### src/rtl/min_reduce_ctrl.sv
// Packet minimum/argmin sequencer built around one time-shared floating-point min unit.
`timescale 1ns/1ps

// Pipelined floating-point minimum; b_min flags b < a strictly. The pipeline has no reset.
module fp_min #(
    parameter int unsigned BITS      = 16,
    parameter string       PRECISION = "HALF",
    parameter int unsigned LATENCY   = 2
) (
    input  logic            clk,
    input  logic            in_valid,
    input  logic [BITS-1:0] a,
    input  logic [BITS-1:0] b,
    output logic            out_valid,
    output logic [BITS-1:0] c,
    output logic            b_min
);
    localparam int unsigned EXP_W = (PRECISION == "SINGLE") ? 8 : 5;
    localparam int unsigned MAN_W = BITS - 1 - EXP_W;

    logic            a_nan_c, b_nan_c, both_zero_c, b_lt_a_c;
    logic [LATENCY-1:0] vld_q;
    logic [LATENCY-1:0] bmin_q;
    logic [BITS-1:0]    c_q [LATENCY];

    assign a_nan_c     = (&a[BITS-2 -: EXP_W]) & (|a[MAN_W-1:0]);
    assign b_nan_c     = (&b[BITS-2 -: EXP_W]) & (|b[MAN_W-1:0]);
    assign both_zero_c = ~(|a[BITS-2:0]) & ~(|b[BITS-2:0]);

    // Sign-magnitude ordering; unordered operands and +0/-0 never select b.
    always_comb begin
        b_lt_a_c = 1'b0;
        if (!a_nan_c && !b_nan_c && !both_zero_c) begin
            unique case ({a[BITS-1], b[BITS-1]})
                2'b00:   b_lt_a_c = (b[BITS-2:0] < a[BITS-2:0]);
                2'b11:   b_lt_a_c = (b[BITS-2:0] > a[BITS-2:0]);
                2'b01:   b_lt_a_c = 1'b1;
                default: b_lt_a_c = 1'b0;
            endcase
        end
    end

    // Fixed-latency delay line for the result.
    always_ff @(posedge clk) begin
        vld_q[0]  <= in_valid;
        bmin_q[0] <= b_lt_a_c;
        c_q[0]    <= b_lt_a_c ? b : a;
        for (int i = 1; i < int'(LATENCY); i++) begin
            vld_q[i]  <= vld_q[i-1];
            bmin_q[i] <= bmin_q[i-1];
            c_q[i]    <= c_q[i-1];
        end
    end

    assign out_valid = vld_q[LATENCY-1];
    assign b_min     = bmin_q[LATENCY-1];
    assign c         = c_q[LATENCY-1];
endmodule

module min_reduce_ctrl #(
    parameter int unsigned BITS        = 16,
    parameter string       PRECISION   = "HALF",
    parameter int unsigned IDX_BITS    = 10,
    parameter int unsigned MAX_WAIT    = 32,
    parameter int unsigned MIN_LATENCY = 2
) (
    input  logic                clk,
    input  logic                rstn,
    input  logic                s_valid,
    output logic                s_ready,
    input  logic [BITS-1:0]     s_data,
    input  logic                s_last,
    output logic                m_valid,
    input  logic                m_ready,
    output logic [BITS-1:0]     m_min,
    output logic [IDX_BITS-1:0] m_index,
    output logic [IDX_BITS:0]   m_count,
    output logic [1:0]          m_status,
    output logic                busy
);
    localparam int unsigned CNT_W  = IDX_BITS + 1;
    localparam int unsigned WAIT_W = $clog2(MAX_WAIT + 1);
    localparam logic [CNT_W-1:0]  LAST_IDX = CNT_W'((1 << IDX_BITS) - 1);
    localparam logic [WAIT_W-1:0] WAIT_END = WAIT_W'(MAX_WAIT - 1);

    typedef enum logic [2:0] {
        ST_FLUSH,
        ST_IDLE,
        ST_ACCEPT,
        ST_WAIT,
        ST_DONE
    } state_e;

    state_e              state_q, state_d;
    logic [WAIT_W-1:0]   wait_q, wait_d;
    logic [BITS-1:0]     cur_min_q, cur_min_d;
    logic [IDX_BITS-1:0] cur_idx_q, cur_idx_d;
    logic [CNT_W-1:0]    cnt_q, cnt_d;
    logic [IDX_BITS-1:0] pend_idx_q, pend_idx_d;
    logic                pend_last_q, pend_last_d;
    logic [1:0]          status_q, status_d;
    logic                s_ready_q, s_ready_d;
    logic                m_valid_q, m_valid_d;
    logic                busy_q, busy_d;

    logic                mn_in_valid_c;
    logic                mn_out_valid;
    logic [BITS-1:0]     mn_c;
    logic                mn_b_min;

    fp_min #(
        .BITS      (BITS),
        .PRECISION (PRECISION),
        .LATENCY   (MIN_LATENCY)
    ) u_min (
        .clk       (clk),
        .in_valid  (mn_in_valid_c),
        .a         (cur_min_q),
        .b         (s_data),
        .out_valid (mn_out_valid),
        .c         (mn_c),
        .b_min     (mn_b_min)
    );

    // Next-state and datapath-issue logic; outputs follow the next state.
    always_comb begin
        state_d       = state_q;
        wait_d        = wait_q;
        cur_min_d     = cur_min_q;
        cur_idx_d     = cur_idx_q;
        cnt_d         = cnt_q;
        pend_idx_d    = pend_idx_q;
        pend_last_d   = pend_last_q;
        status_d      = status_q;
        mn_in_valid_c = 1'b0;

        unique case (state_q)
            ST_FLUSH: begin
                if (wait_q == WAIT_END) begin
                    state_d = ST_IDLE;
                    wait_d  = '0;
                end else begin
                    wait_d = wait_q + WAIT_W'(1);
                end
            end
            ST_IDLE: begin
                if (s_valid) begin
                    cur_min_d = s_data;
                    cur_idx_d = '0;
                    cnt_d     = CNT_W'(1);
                    status_d  = '0;
                    state_d   = s_last ? ST_DONE : ST_ACCEPT;
                end
            end
            ST_ACCEPT: begin
                if (s_valid) begin
                    mn_in_valid_c = 1'b1;
                    pend_idx_d    = cnt_q[IDX_BITS-1:0];
                    cnt_d         = cnt_q + CNT_W'(1);
                    pend_last_d   = s_last;
                    wait_d        = '0;
                    // Highest representable index closes the packet early.
                    if (!s_last && cnt_q == LAST_IDX) begin
                        pend_last_d = 1'b1;
                        status_d[1] = 1'b1;
                    end
                    state_d = ST_WAIT;
                end
            end
            ST_WAIT: begin
                if (mn_out_valid) begin
                    cur_min_d = mn_c;
                    if (mn_b_min) begin
                        cur_idx_d = pend_idx_q;
                    end
                    state_d = pend_last_q ? ST_DONE : ST_ACCEPT;
                end else if (wait_q == WAIT_END) begin
                    status_d[0] = 1'b1;
                    state_d     = ST_DONE;
                end else begin
                    wait_d = wait_q + WAIT_W'(1);
                end
            end
            ST_DONE: begin
                if (m_ready) begin
                    if (status_q[0]) begin
                        state_d = ST_FLUSH;
                        wait_d  = '0;
                    end else begin
                        state_d = ST_IDLE;
                    end
                end
            end
            default: begin
                state_d = ST_FLUSH;
                wait_d  = '0;
            end
        endcase

        s_ready_d = (state_d == ST_IDLE) || (state_d == ST_ACCEPT);
        m_valid_d = (state_d == ST_DONE);
        busy_d    = (state_d != ST_IDLE);
    end

    // State and result registers; reset lands in FLUSH to drain the unreset datapath.
    always_ff @(posedge clk or negedge rstn) begin
        if (!rstn) begin
            state_q     <= ST_FLUSH;
            wait_q      <= '0;
            cur_min_q   <= '0;
            cur_idx_q   <= '0;
            cnt_q       <= '0;
            pend_idx_q  <= '0;
            pend_last_q <= 1'b0;
            status_q    <= '0;
            s_ready_q   <= 1'b0;
            m_valid_q   <= 1'b0;
            busy_q      <= 1'b1;
        end else begin
            state_q     <= state_d;
            wait_q      <= wait_d;
            cur_min_q   <= cur_min_d;
            cur_idx_q   <= cur_idx_d;
            cnt_q       <= cnt_d;
            pend_idx_q  <= pend_idx_d;
            pend_last_q <= pend_last_d;
            status_q    <= status_d;
            s_ready_q   <= s_ready_d;
            m_valid_q   <= m_valid_d;
            busy_q      <= busy_d;
        end
    end

    assign s_ready  = s_ready_q;
    assign m_valid  = m_valid_q;
    assign busy     = busy_q;
    assign m_min    = cur_min_q;
    assign m_index  = cur_idx_q;
    assign m_count  = cnt_q;
    assign m_status = status_q;
endmodule

### config.mk
export PLATFORM = sky130hd
export DESIGN_NAME = min_reduce_ctrl
export DESIGN_NICKNAME = d
export VERILOG_FILES = /design/src/rtl/min_reduce_ctrl.sv
export SDC_FILE = /design/constraint.sdc
export NUM_CORES = 1
export LEC_CHECK = 0
export ABC_AREA = 1
export CAP_MARGIN = 20
export CORE_ASPECT_RATIO = 0.8
export CORE_MARGIN = 5
export CORE_UTILIZATION = 59
export CTS_CLUSTER_DIAMETER = 40
export CTS_CLUSTER_SIZE = 12
export DETAILED_ROUTE_END_ITERATION = 10
export MAX_ROUTING_LAYER = met4
export PLACE_DENSITY = 0.84
export SYNTH_ARGS = -nofsm -noshare
export SYNTH_HDL_FRONTEND = slang
export SYNTH_SLANG_ARGS = --single-unit
### constraint.sdc
create_clock -name clk -period 3.9 [get_ports clk]
set_input_delay 1.17 -clock clk [delete_from_list [all_inputs] [get_ports clk]]
set_output_delay 1.17 -clock clk [all_outputs]
set_load 0.01 [all_outputs]
### Word level (Yosys, flattened, before mapping)

Memories as Yosys holds them, arrays and structs flattened.
Index checks and enable logic that the tools add are counted.

* flip-flop bits (word level): 66
* memories: 1
* word-level logic and storage cells: 112
* output and inout port bits: 42
* memory bits (writable): 32

Memories
* u_min.c_q: words 2, width 16, rd ports 2, clocked after Yosys merged registers in 0, write ports 2, line 24 `logic [BITS-1:0] c_q [LATENCY];`

* eq/ne operators: 22
* add/subtract/negate cells: 2
* bitwise operators: 6
* magnitude comparators: 2
* reductions and logical operators: 25
* multiplexer cells: 39

Operators by type and width (count)
* $mux 16: 3
* $mux 6: 6
* $pmux 16 s2: 1
* $mux 10: 3
* $pmux 6 s5: 1
* $reduce_or 15->1: 2
* $mux 3: 8
* $mux 11: 2
* $pmux 11 s2: 1
* $pmux 10 s2: 1
* $reduce_or 10->1: 2
* $ne 2x2->1 const B: 8
* $gt 15x15->1: 1
* $lt 15x15->1: 1
* $pmux 3 s5: 1
* $reduce_and 4->1: 3
* $add 11x1->11 const B: 1
* $eq 11x10->1 const B: 1
* $reduce_and 5->1: 2
* $eq 3x2->1 const B: 3
* $mux 1: 8
* $add 6x1->6 const B: 1
* $eq 3x1->1 const B: 2
* $eq 3x3->1 const B: 2
* 19 further kinds: 32

### Logic depth before layout (Yosys ltp)

Gate-level depths: netlist (run 1).

* depth after elaboration: 7
* mapped depth: 16
* depth with buffers taken out: 15

### By module

From an unflattened synthesis (run 1), not the netlist that was laid out.

* cells, all modules: 600
* area total of the unflattened synthesis: 4832.1 um^2

By module, submodules not included
* min_reduce_ctrl: instances 1, cells each 376, sequential area each 1552.7 um^2, area each 3044.2 um^2
* fp_min: instances 1, cells each 224, sequential area each 720.7 um^2, area each 1788.0 um^2

### Worst setup path before layout (run 1)

OpenSTA, ideal clock, no wires.

* kind: input -> register
* from: input port s_data[14]
* to: memory u_min.c_q[0][13]
* required time: 3787 ps
* data arrival time: 2403 ps
* buffers on the path: 1
* cell stages on the path: 13
* setup slack: 1384 ps
* path through: ha_1 > nand2_1 > nor2_1 > nand3_1 > nor2_2 > nand2_1 > nand2_1 > nand2_1 > nand2_4 > nand2_4 > buf_6 > nand2_1 > nand2_1

RTL lines
* from (decl): line 71 `input logic [BITS-1:0] s_data,`
* to (decl): line 24

==> results of run 1 <==
==> metrics by stage <==
stage                     std cells  util, %
final                           725     71.8
after CTS                       725     71.8
after global routing            725     71.8
after detailed placement        709     69.5
after floorplan                 554        -
after global placement          709     69.5
==> critical path, delay by kind of cell <==
kind	cells	cell delay, ps
buf+inv	3	820
compound gates	1	120
simple gates	9	790
fa+ha+maj	1	350
==> synth_stat cells (all sizes together) <==
cell    number  area [sq um]
nand2      151           589
inv         75           282
nor2        62           255
dfrtp       61          1530
nand3       40           200
dfxtp       36           721
o21ai       34           170
a21oi       21           116
ha          17           213
a31oi       14          87.6
buf         12          87.6
nand4        9          56.3
nor3         6          40.0
o211ai       4          30.0
o22ai        4          25.0
clkbuf       2          7.51
xor2         2          17.5
dfstp        1          26.3
o21bai       1          7.51
o31ai        1          7.51
o32ai        1          8.76
==> registers in the layout, indices dropped and copies added (netlist names) <==
register and cells:
busy 1, m_count 11, m_index 10, m_min 16, m_status 2, m_valid 1
pend_idx_q 10, pend_last_q 1, s_ready 1, state_q 3, u_min.bmin_q 2, u_min.c_q 32
u_min.vld_q 2, wait_q 6
==> path summary, 6_finish.rpt <==
path,from,depth (start not counted),slack (ps),to
worst min-delay path,u_min.c_q[0][6]$_DFF_P_,0,320,u_min.c_q[0][22]$_DFF_P_
max in group asynchronous,rstn,2,2400,m_min[12]$_DFFE_PN0P_
min in group asynchronous,rstn,2,980,m_index[8]$_DFFE_PN0P_
worst max register to register,state_q[1]$_DFF_PN0_,8,1440,m_index[2]$_DFFE_PN0P_
worst min register to register,u_min.c_q[0][6]$_DFF_P_,0,320,u_min.c_q[0][22]$_DFF_P_
worst max-delay path,s_data[10],14,900,u_min.c_q[0][6]$_DFF_P_
==> power groups by stage <==
stage,clock network [mW],logic (mW),registers [mW]
after floorplan,0,0.928,1.69
after global placement,0,1.42,1.67
after detailed placement,0,1.49,1.69
after CTS,0.584,1.50,1.67
after global routing,0.628,1.71,1.72
final,0.575,1.50,1.68
==> kinds of logic after synthesis <==
logic type               count (synthesis)
flip-flops                              98
AO/OA/AOI/OAI                           80
AND/OR/NAND/NOR                        268
XOR/XNOR                                 2
adder cells (fa/ha/maj)                 17
buffers and inverters                   89
==> cells in the final DEF, fill, tap and decap left out, types with 5 or more instances in the layout <==
cell and count:
dfrtp_1 61, nand4_1 9, nand3_1 40, inv_1 70, a21oi_1 20, inv_2 5, dfxtp_1 36, nor2_1 57
clkbuf_8 9, a31oi_1 14, clkdlybuf4s50_1 61, o21ai_0 32, ha_1 17, nand2_1 146
==> cell type report <==
type	count	area share (%)
Sequential cell	98	42.9
Multi-Input combinational cell	367	34.4
Timing Repair Buffer	64	11.9
Inverter	75	5.31
Clock buffer	12	2.55
Tap cell	105	2.48
Clock inverter	4	0.519
==> metal layers <==
metal / vias up / track usage [%]
met4: 0 / 8.49
met2: 162 / 40.1
li1: 1897 / -
met3: 20 / 5.60
met1: 1873 / 30.9
met5: - / -
==> flow_metrics.py, run 1 <==
metrics = {
    "yosys": {
        "syn-cell-area_sq_um": 4470,
        "synth_top_family_by_area": "simple AND/OR/NAND/NOR gates",
        "yosys.area_share.xor_xnor_pct": 0.391,
        "synth.lib_cells_used.distinct": 32,
        "synth_sequential_area_ratio_pct": 50.8,
        "yosys-mux-area-fraction_pct": 0,
        "synth_fp_nets": 592,
        "yosys_register_bits": 98,
        "post_synth.cell_area_avg_sq_um": 8.08,
        "synth_adder_area_share_pct": 4.75,
        "synthSimpleGateAreaFrac_pct": 25.5,
        "ys.warnings.count": 0,
        "synth_compound_area_share_pct": 10.1,
        "post_synth_inst_count": 554,
    },
    "die": {
        "floorplan.die_area_sq_um": 9440,
        "effective_utilization_at_floorplan_pct": 60.5,
        "boundaryPins": 63,
        "fp.coreArea_sq_um": 7390,
        "floorplan.rows": 28,
        "overall_die_width_um": 107,
        "dieHeight_um": 87.9,
    },
    "sta": {
        "post-route-worst-setup-slack_ps": 896,
        "period_needed_ps": 3000,
        "timing.final.hold_violations": 0,
        "skew_ps": 10.4,
        "final.period_utilization_pct": 77.0,
        "unrepaired_setup_endpoints_after_global_routing": "false",
        "finalSetupViolCount": 0,
        "finalHoldWorstSlack_ps": 324,
        "tightestPinTransition_ps": 797,
        "finalMaxSlewViolations": 0,
        "achievable-frequency_mhz": 333,
        "setup_tns_ps": 0,
        "timing.max_slew.rel_slack_pct": 46.9,
    },
    "critical_path": {
        "path_common_cell": "nand2_1",
        "critical_path.cell_chain": "clkdlybuf4s50_1, ha_1, nand2_1, inv_1, nand2_1, nand2_1, a21oi_1, nand2_1, nand2_1, nand2_1, inv_2, nand2_4, nand2_1, nand2_1",
        "critPathLaunchType": "input port",
        "data_arrival_time_at_the_worst_slack_endpoint_ps": 3250,
        "crit_required_ps": 4150,
        "max_stage_delay_ps": 510,
        "cpMaxStageDelayCell": "clkdlybuf4s50_1",
        "worstPathMaxFanout": 17,
        "timing.setup.critical_path_class": "in -> reg",
        "endpoint_kind": "flop",
    },
    "clock_network": {
        "clkSlewWorstSetupHoldPaths_ps": 90,
        "clock-root-buffer": "clkbuf_8",
        "cts_num_sinks": 98,
        "clk_latency_ps": 360,
        "cts-buffers-inserted": 9,
        "postCtsSetupBuffers": 0,
        "postCtsHoldBufs": 0,
        "ctsResizeCount": 0,
        "cts.path.max_buffers": 2,
        "cts_tree": "done",
        "cts_htree_levels": 3,
    },
    "layout": {
        "layout.nets": 653,
        "fraction_of_layout_instances_using_a_drive_strength_above_1_pct": 5.48,
        "final-seq-area_sq_um": 2270,
        "syn2layout_area_growth_pct": 18.5,
        "postLayoutCellArea_sq_um": 5300,
        "multiInputGateArea_sq_um": 1820,
        "n_antenna_cell": 0,
        "layout.filler_cells": 578,
    },
    "routing": {
        "detail_route.wirelength_mm": 10.4,
        "m1WireLength_mm": 4.61,
        "top_signal_layer_used": "met4",
        "met3_length_um": 732,
        "initialDrtViolationCount": 248,
        "met2RoutedLength_mm": 4.94,
        "postRouteAntennaNets": 0,
        "drc_errors": 0,
        "post_drt_wl_per_cell_um": 14.4,
        "vias_per_cell": 5.45,
        "routed-via-count": 3952,
        "drt_pre_antenna_iters": 5,
    },
    "placement": {
        "post_dp_cell_area_sq_um": 5140,
        "port_buffers": 62,
        "globalplace.congestion": 0.942,
        "pre_cts_ws_ps": 569,
        "place.detailed.hpwl_mm": 7.36,
    },
    "power": {
        "p_seq_share_pct": 44.7,
        "power_dens_cells_nw_per_um2": 708,
        "switching_share_pct": 40.0,
        "p_leak_nw": 2.53,
        "p_sw_mw": 1.50,
        "clockPowerShare_pct": 15.3,
        "final_total_pwr_mw": 3.76,
        "power.share.combinational_pct": 40.0,
        "cellInternalPower_mw": 2.25,
        "ir_drop_uv": 405,
    },
    "min_path": {
        "hold_path_class": "reg -> reg",
    },
    "run_status": {
        "outcome": "complete, no violations",
    },
    "global_routing": {
        "grt_pass1_vias": 3958,
        "global_route.usage.total_pct": 24.7,
        "antenna_violations_before_repair": 0,
        "grt_max_degree": 63,
        "grt.overflow.total": 0,
        "grt_first_pass_wirelength_mm": 18.2,
    },
    "job": {
        "maximum_capacitance_violations": 0,
    },
}
Power figures use the tool's default switching activity.
==> inputs of run 2 (changes only) <==
--- a/config.mk
+++ b/config.mk
@@ -9,12 +9,12 @@
 export CAP_MARGIN = 20
 export CORE_ASPECT_RATIO = 0.8
 export CORE_MARGIN = 5
-export CORE_UTILIZATION = 59
+export CORE_UTILIZATION = 49
 export CTS_CLUSTER_DIAMETER = 40
 export CTS_CLUSTER_SIZE = 12
 export DETAILED_ROUTE_END_ITERATION = 10
 export MAX_ROUTING_LAYER = met4
-export PLACE_DENSITY = 0.84
+export PLACE_DENSITY = 0.75
 export SYNTH_ARGS = -nofsm -noshare
 export SYNTH_HDL_FRONTEND = slang
 export SYNTH_SLANG_ARGS = --single-unit
==> constraint.sdc (replaced) <==
create_clock -name clk -period 2.62 [get_ports clk]
set_input_delay 0.786 -clock clk [delete_from_list [all_inputs] [get_ports clk]]
set_output_delay 0.786 -clock clk [all_outputs]
set_load 0.01 [all_outputs]
==> run 2 against run 1 <==
Against the previous run:
- total power up 64%
- final area up 6.5%
- via count down 0.91%
- largest cell class unchanged
- clock power rose by 120%
- critical endpoint is now u_min.c_q[0][14]$_DFF_P_
- count of clock-buffer cells in the layout decreased by 2
- core utilization decreased by 9.0 points
- critical path depth fell by 1
- first-iteration DRC count up 6.9%
- die area grew 18%
- sequential share of layout area decreased by 2.6 points
- highest routed layer unchanged
==> flow_metrics.py, run 2 (same netlist as run 1, synthesis figures left out) <==
metrics = {
    "routing": {
        "routed-via-count": 3916,
        "drc_errors": 0,
        "postRouteAntennaNets": 0,
        "detail_route.wirelength_mm": 10.9,
        "post_drt_wl_per_cell_um": 14.3,
        "initialDrtViolationCount": 265,
        "drt_pre_antenna_iters": 5,
        "vias_per_cell": 5.15,
    },
    "critical_path": {
        "endpoint": "u_min.c_q[0][14]$_DFF_P_",
        "critPathLaunchType": "input port",
        "critical_path.reg2reg.endpoint": "u_min.c_q[0][14]$_DFF_P_",
        "ff2ff_setup_slack_ps": 620,
        "worstPathMaxFanout": 17,
        "timing.setup.critical_path_class": "in -> reg",
        "worst_r2r_path_depth": 13,
        "origin_of_the_critical_flop_to_flop_path": "m_min[14]$_DFFE_PN0P_",
        "data_arrival_time_at_the_worst_slack_endpoint_ps": 2610,
        "critical_path.startpoint": "s_data[14]",
        "crit_required_ps": 2860,
        "endpoint_kind": "flop",
    },
    "clock_network": {
        "cts-buffers-inserted": 9,
        "ctsResizeCount": 0,
        "clk_latency_ps": 350,
        "postCtsHoldBufs": 0,
        "postCtsSetupBuffers": 0,
        "clock-root-buffer": "clkbuf_16",
        "cts_htree_levels": 3,
        "cts_num_sinks": 98,
        "cts.path.max_buffers": 2,
        "cts_tree": "done",
        "clkSlewWorstSetupHoldPaths_ps": 70,
    },
    "layout": {
        "syn2layout_area_growth_pct": 26.3,
        "final-seq-area_sq_um": 2270,
        "layout.filler_cells": 777,
        "largest_register_ff_count": 32,
        "largest_register": "u_min.c_q",
        "utilization_pct": 62.8,
        "layout.cells.most_common": "nand2_1",
        "multiInputGateArea_sq_um": 1820,
        "post_layout_nonfiller_instances": 761,
        "layout.nets": 679,
        "postLayoutCellArea_sq_um": 5650,
        "layout_common_cells": "nand2_1 (146), inv_1 (70), clkdlybuf4s50_1 (61), dfrtp_1 (61), nor2_1 (57)",
        "n_antenna_cell": 0,
        "fraction_of_layout_instances_using_a_drive_strength_above_1_pct": 9.75,
    },
    "global_routing": {
        "antenna_violations_before_repair": 0,
        "grt_first_pass_wirelength_mm": 18.4,
        "grt.overflow.total": 0,
        "grt_pass1_vias": 3839,
        "grt_max_degree": 33,
        "global_route.usage.total_pct": 21.6,
    },
    "placement": {
        "place.detailed.hpwl_mm": 7.92,
        "port_buffers": 62,
        "post_dp_cell_area_sq_um": 5370,
        "placed_cells_incl_taps": 745,
        "globalplace.congestion": 0.925,
    },
    "sta": {
        "skew_ps": 6.88,
        "timing.max_slew.rel_slack_pct": 71.6,
        "period_needed_ps": 2370,
        "finalHoldWorstSlack_ps": 323,
        "final.period_utilization_pct": 90.3,
        "achievable-frequency_mhz": 423,
        "finalMaxSlewViolations": 0,
        "tightestPinTransition_ps": 426,
        "finalSetupViolCount": 0,
        "unrepaired_setup_endpoints_after_global_routing": "false",
        "setup_tns_ps": 0,
        "timing.final.hold_violations": 0,
    },
    "die": {
        "floorplan.die_area_sq_um": 11200,
        "overall_die_width_um": 117,
        "dieHeight_um": 95.5,
        "floorplan.rows": 31,
        "boundaryPins": 63,
        "effective_utilization_at_floorplan_pct": 49.7,
        "fp.coreArea_sq_um": 9000,
    },
    "power": {
        "p_seq_share_pct": 40.9,
        "p_sw_mw": 2.38,
        "p_leak_nw": 2.72,
        "clockPowerShare_pct": 20.3,
        "power_dens_cells_nw_per_um2": 1090,
        "switching_share_pct": 38.6,
        "ir_drop_uv": 605,
        "power.share.combinational_pct": 38.8,
        "cellInternalPower_mw": 3.79,
    },
    "job": {
        "maximum_capacitance_violations": 0,
    },
    "min_path": {
        "hold_path_class": "reg -> reg",
        "holdCritStartpoint": "u_min.c_q[0][1]$_DFF_P_",
    },
    "run_status": {
        "outcome": "complete, no violations",
    },
}
-- run 2: cell types whose count changed in the layout (fill, tap and decap cells not counted) --
| cell | before | now |
|---|---|---|
| buf_4 | 2 | 26 |
| clkbuf_16 | 0 | 9 |
| clkbuf_8 | 9 | 0 |
| buf_12 | 0 | 2 |
| clkbuf_1 | 3 | 1 |
| clkinvlp_4 | 2 | 0 |
| inv_6 | 1 | 3 |
| clkinv_1 | 1 | 0 |
| clkinv_2 | 0 | 1 |
| clkinv_4 | 0 | 1 |
| inv_4 | 0 | 1 |
-- run 2: cell type report --
| type | count | share of cell area [%] |
|---|---|---|
| Clock buffer | 10 | 4.05 |
| Clock inverter | 6 | 0.819 |
| Inverter | 75 | 4.98 |
| Multi-Input combinational cell | 367 | 32.3 |
| Sequential cell | 98 | 40.2 |
| Tap cell | 115 | 2.55 |
| Timing Repair Buffer | 90 | 15.1 |
-- run 2: metrics by stage --
| stage | worst slack, ps | power (mW) |
|---|---|---|
| 2_1_floorplan | 488 | 3.90 |
| 3_3_place_gp | -11.6 | 4.81 |
| 3_5_place_dp | -73.1 | 4.92 |
| 4_1_cts | 272 | 6.19 |
| 5_1_grt | 78.5 | 6.62 |
| 6_report | 254 | 6.16 |
-- run 2: how the worst min path moves through the flow --
stage | end | slack [ps] | cells past startpoint
after floorplan | u_min.bmin_q[1]$_DFF_P_ | 310 | 0
after global placement | u_min.c_q[0][22]$_DFF_P_ | 310 | 0
after detailed placement | u_min.c_q[0][23]$_DFF_P_ | 310 | 0
after CTS | u_min.c_q[0][17]$_DFF_P_ | 330 | 0
after global routing | u_min.vld_q[1]$_DFF_P_ | 340 | 0
final | u_min.c_q[0][17]$_DFF_P_ | 320 | 0
-- run 2: metal layers --
metal	global-route usage, %	vias up	part of all wire [%]
li1	-	1959	-
met1	29.8	1832	47
met2	32.0	114	45
met3	5.65	11	6.4
met4	5.35	0	0.99
met5	-	-	0
-- run 2: critical path: stages --
cell and delay, ps:
clkdlybuf4s50_1 430, ha_1 300, nand2_1 80, nor2_1 160, nand3_1 100, nor2_2 110
nand2_1 60, nand2_1 70, nand2_1 90, nand2_4 100, nand2_4 140, nand2_1 110
nand2_1 50
-- run 2: power groups by stage --
stage,clock [mW],combinational [mW],sequential [mW]
floorplan,0,1.38,2.52
global placement,0,2.29,2.52
detailed placement,0,2.39,2.54
CTS,1.28,2.39,2.52
global route,1.34,2.68,2.60
finish,1.25,2.39,2.52
==> inputs of run 3 (changes only) <==
--- a/config.mk
+++ b/config.mk
@@ -9,12 +9,12 @@
 export CAP_MARGIN = 20
 export CORE_ASPECT_RATIO = 0.8
 export CORE_MARGIN = 5
-export CORE_UTILIZATION = 49
+export CORE_UTILIZATION = 30
 export CTS_CLUSTER_DIAMETER = 40
 export CTS_CLUSTER_SIZE = 12
 export DETAILED_ROUTE_END_ITERATION = 10
 export MAX_ROUTING_LAYER = met4
-export PLACE_DENSITY = 0.75
+export PLACE_DENSITY = 0.5
 export SYNTH_ARGS = -nofsm -noshare
 export SYNTH_HDL_FRONTEND = slang
 export SYNTH_SLANG_ARGS = --single-unit
==> run 3 against run 2 <==
Against the previous run:
- critical path depth stayed put
- worst setup slack worse by 55 ps
- non-clock buffer count is 3 lower
- combinational power is 2% higher
- worst hold slack better by 2.5 ps
- clock skew is 2.3 ps lower
- routed wire length is 5.6% higher
- largest power group unchanged
==> flow_metrics.py, run 3 (same netlist as run 1, synthesis figures left out) <==
metrics = {
    "layout": {
        "largest_register_ff_count": 32,
        "layout_common_cells": "nand2_1 (146), inv_1 (70), clkdlybuf4s50_1 (61), dfrtp_1 (61), nor2_1 (56)",
        "layout.cells.most_common": "nand2_1",
        "largest_register": "u_min.c_q",
        "layout.nets": 676,
        "syn2layout_area_growth_pct": 29.1,
        "n_antenna_cell": 0,
        "utilization_pct": 40.0,
        "fraction_of_layout_instances_using_a_drive_strength_above_1_pct": 9.49,
    },
    "critical_path": {
        "critical_path.cell_chain": "clkdlybuf4s50_1, ha_1, nand2_1, nor2_2, nand3_1, nor2_2, nand2_1, nand2_1, nand2_1, nand2_4, nand2_4, nand2_1, nand2_1",
        "endpoint_kind": "flop",
        "origin_of_the_critical_flop_to_flop_path": "m_min[14]$_DFFE_PN0P_",
        "data_arrival_time_at_the_worst_slack_endpoint_ps": 2660,
        "critical_path.startpoint": "s_data[14]",
        "critical_path.reg2reg.endpoint": "u_min.c_q[0][9]$_DFF_P_",
        "ff2ff_setup_slack_ps": 570,
        "path_common_cell": "nand2_1",
        "max_stage_delay_ps": 430,
        "top_delay_family_on_crit_path": "simple AND/OR/NAND/NOR gates",
        "worstPathMaxFanout": 17,
        "critical_path_depth": 13,
        "worst_r2r_path_depth": 13,
        "cp_num_buf_inv": 1,
        "critPathLaunchType": "input port",
        "timing.setup.critical_path_class": "in -> reg",
        "endpoint": "u_min.c_q[0][9]$_DFF_P_",
        "cpMaxStageDelayCell": "clkdlybuf4s50_1",
        "crit_required_ps": 2850,
    },
    "global_routing": {
        "grt.overflow.total": 0,
        "antenna_violations_before_repair": 0,
        "global_route.usage.total_pct": 14.4,
        "grt_pass1_vias": 3814,
        "grt_first_pass_wirelength_mm": 19.7,
        "grt_max_degree": 41,
    },
    "min_path": {
        "min_path_cells": 0,
        "hold_path_class": "reg -> reg",
    },
    "die": {
        "effective_utilization_at_floorplan_pct": 31.0,
        "dieHeight_um": 119,
        "floorplan.die_area_sq_um": 17500,
        "boundaryPins": 63,
        "overall_die_width_um": 147,
        "fp.coreArea_sq_um": 14400,
        "floorplan.rows": 39,
    },
    "run_status": {
        "outcome": "complete, no violations",
    },
    "routing": {
        "drc_errors": 0,
        "initialDrtViolationCount": 147,
        "vias_per_cell": 4.65,
        "routed-via-count": 3843,
        "post_drt_wl_per_cell_um": 13.9,
        "detail_route.wirelength_mm": 11.5,
        "postRouteAntennaNets": 0,
        "drt_pre_antenna_iters": 5,
    },
    "sta": {
        "timing.max_slew.rel_slack_pct": 62.7,
        "post-route-worst-setup-slack_ps": 199,
        "setup_tns_ps": 0,
        "timing.final.hold_violations": 0,
        "finalHoldWorstSlack_ps": 325,
        "finalSetupViolCount": 0,
        "period_needed_ps": 2420,
        "finalMaxSlewViolations": 0,
        "achievable-frequency_mhz": 413,
        "skew_ps": 4.55,
        "final.period_utilization_pct": 92.4,
        "unrepaired_setup_endpoints_after_global_routing": "false",
        "tightestPinTransition_ps": 559,
    },
    "clock_network": {
        "cts.path.max_buffers": 2,
        "cts-buffers-inserted": 9,
        "cts_tree": "done",
        "cts_htree_levels": 3,
        "clk_latency_ps": 340,
        "cts_num_sinks": 98,
        "clock-root-buffer": "clkbuf_16",
        "clkSlewWorstSetupHoldPaths_ps": 70,
    },
    "placement": {
        "port_buffers": 62,
        "globalplace.congestion": 0.831,
        "place.detailed.hpwl_mm": 8.28,
        "pre_cts_ws_ps": -211,
    },
    "power": {
        "ir_drop_uv": 446,
        "p_leak_nw": 2.73,
        "final_total_pwr_mw": 6.27,
        "power_dens_cells_nw_per_um2": 1090,
    },
    "job": {
        "maximum_capacitance_violations": 0,
    },
}
==> run 3: where the power goes <==
group	total, mW	internal (mW)	switching, mW	leakage (nW)
combinational	2.44	1.06	1.38	1.50
clock	1.32	0.736	0.584	0.149
sequential	2.51	2.11	0.399	1.08
==> run 3: routing by layer <==
layer | vias to the layer above | GRT usage [%] | routed length [um]
li1 | 1950 | - | -
met1 | 1784 | 20.3 | 5990
met2 | 101 | 21.2 | 4880
met3 | 8 | 3.34 | 506
met4 | 0 | 3.00 | 94
met5 | - | - | 0
==> run 3: how the worst min path moves through the flow <==
| stage | startpoint | end |
|---|---|---|
| after floorplan | u_min.bmin_q[0]$_DFF_P_ | u_min.bmin_q[1]$_DFF_P_ |
| after global placement | u_min.c_q[0][5]$_DFF_P_ | u_min.c_q[0][21]$_DFF_P_ |
| after detailed placement | u_min.bmin_q[0]$_DFF_P_ | u_min.bmin_q[1]$_DFF_P_ |
| after CTS | u_min.c_q[0][7]$_DFF_P_ | u_min.c_q[0][23]$_DFF_P_ |
| after global routing | u_min.c_q[0][7]$_DFF_P_ | u_min.c_q[0][23]$_DFF_P_ |
| final | u_min.bmin_q[0]$_DFF_P_ | u_min.bmin_q[1]$_DFF_P_ |
==> run 3: cell type report <==
| class | count | area, sq um |
|---|---|---|
| Clock buffer | 12 | 268 |
| Clock inverter | 4 | 31.3 |
| Fill cell | 1451 | 8670 |
| Inverter | 75 | 282 |
| Multi-Input combinational cell | 367 | 1830 |
| Sequential cell | 98 | 2270 |
| Tap cell | 184 | 230 |
| Timing Repair Buffer | 87 | 866 |
==> run 3: timing repair <==
| action | 4_1_cts | 5_1_grt |
|---|---|---|
| hold buffers | 0 | 0 |
| resized for setup | 0 | 1 |
| hold endpoints to repair | 0 | 0 |
| setup buffers | 0 | 0 |
| setup endpoints to repair | 0 | 9 |
==> run 3: worst reg2reg max path, cell delays in order (launching register included) <==
cell and delay [ps]:
dfrtp_1 420, inv_1 100, ha_1 300, nand2_1 80
nor2_2 180, nand3_1 110, nor2_2 120, nand2_1 60
nand2_1 70, nand2_1 90, nand2_4 110, nand2_4 160
nand2_1 100, nand2_1 60
==> run 3: per-stage QoR <==
stage | area [sq um] | std cells
2_1_floorplan | 4470 | 554
3_3_place_gp | 5480 | 811
3_5_place_dp | 5480 | 811
4_1_cts | 5770 | 827
5_1_grt | 5780 | 827
6_report | 5780 | 827
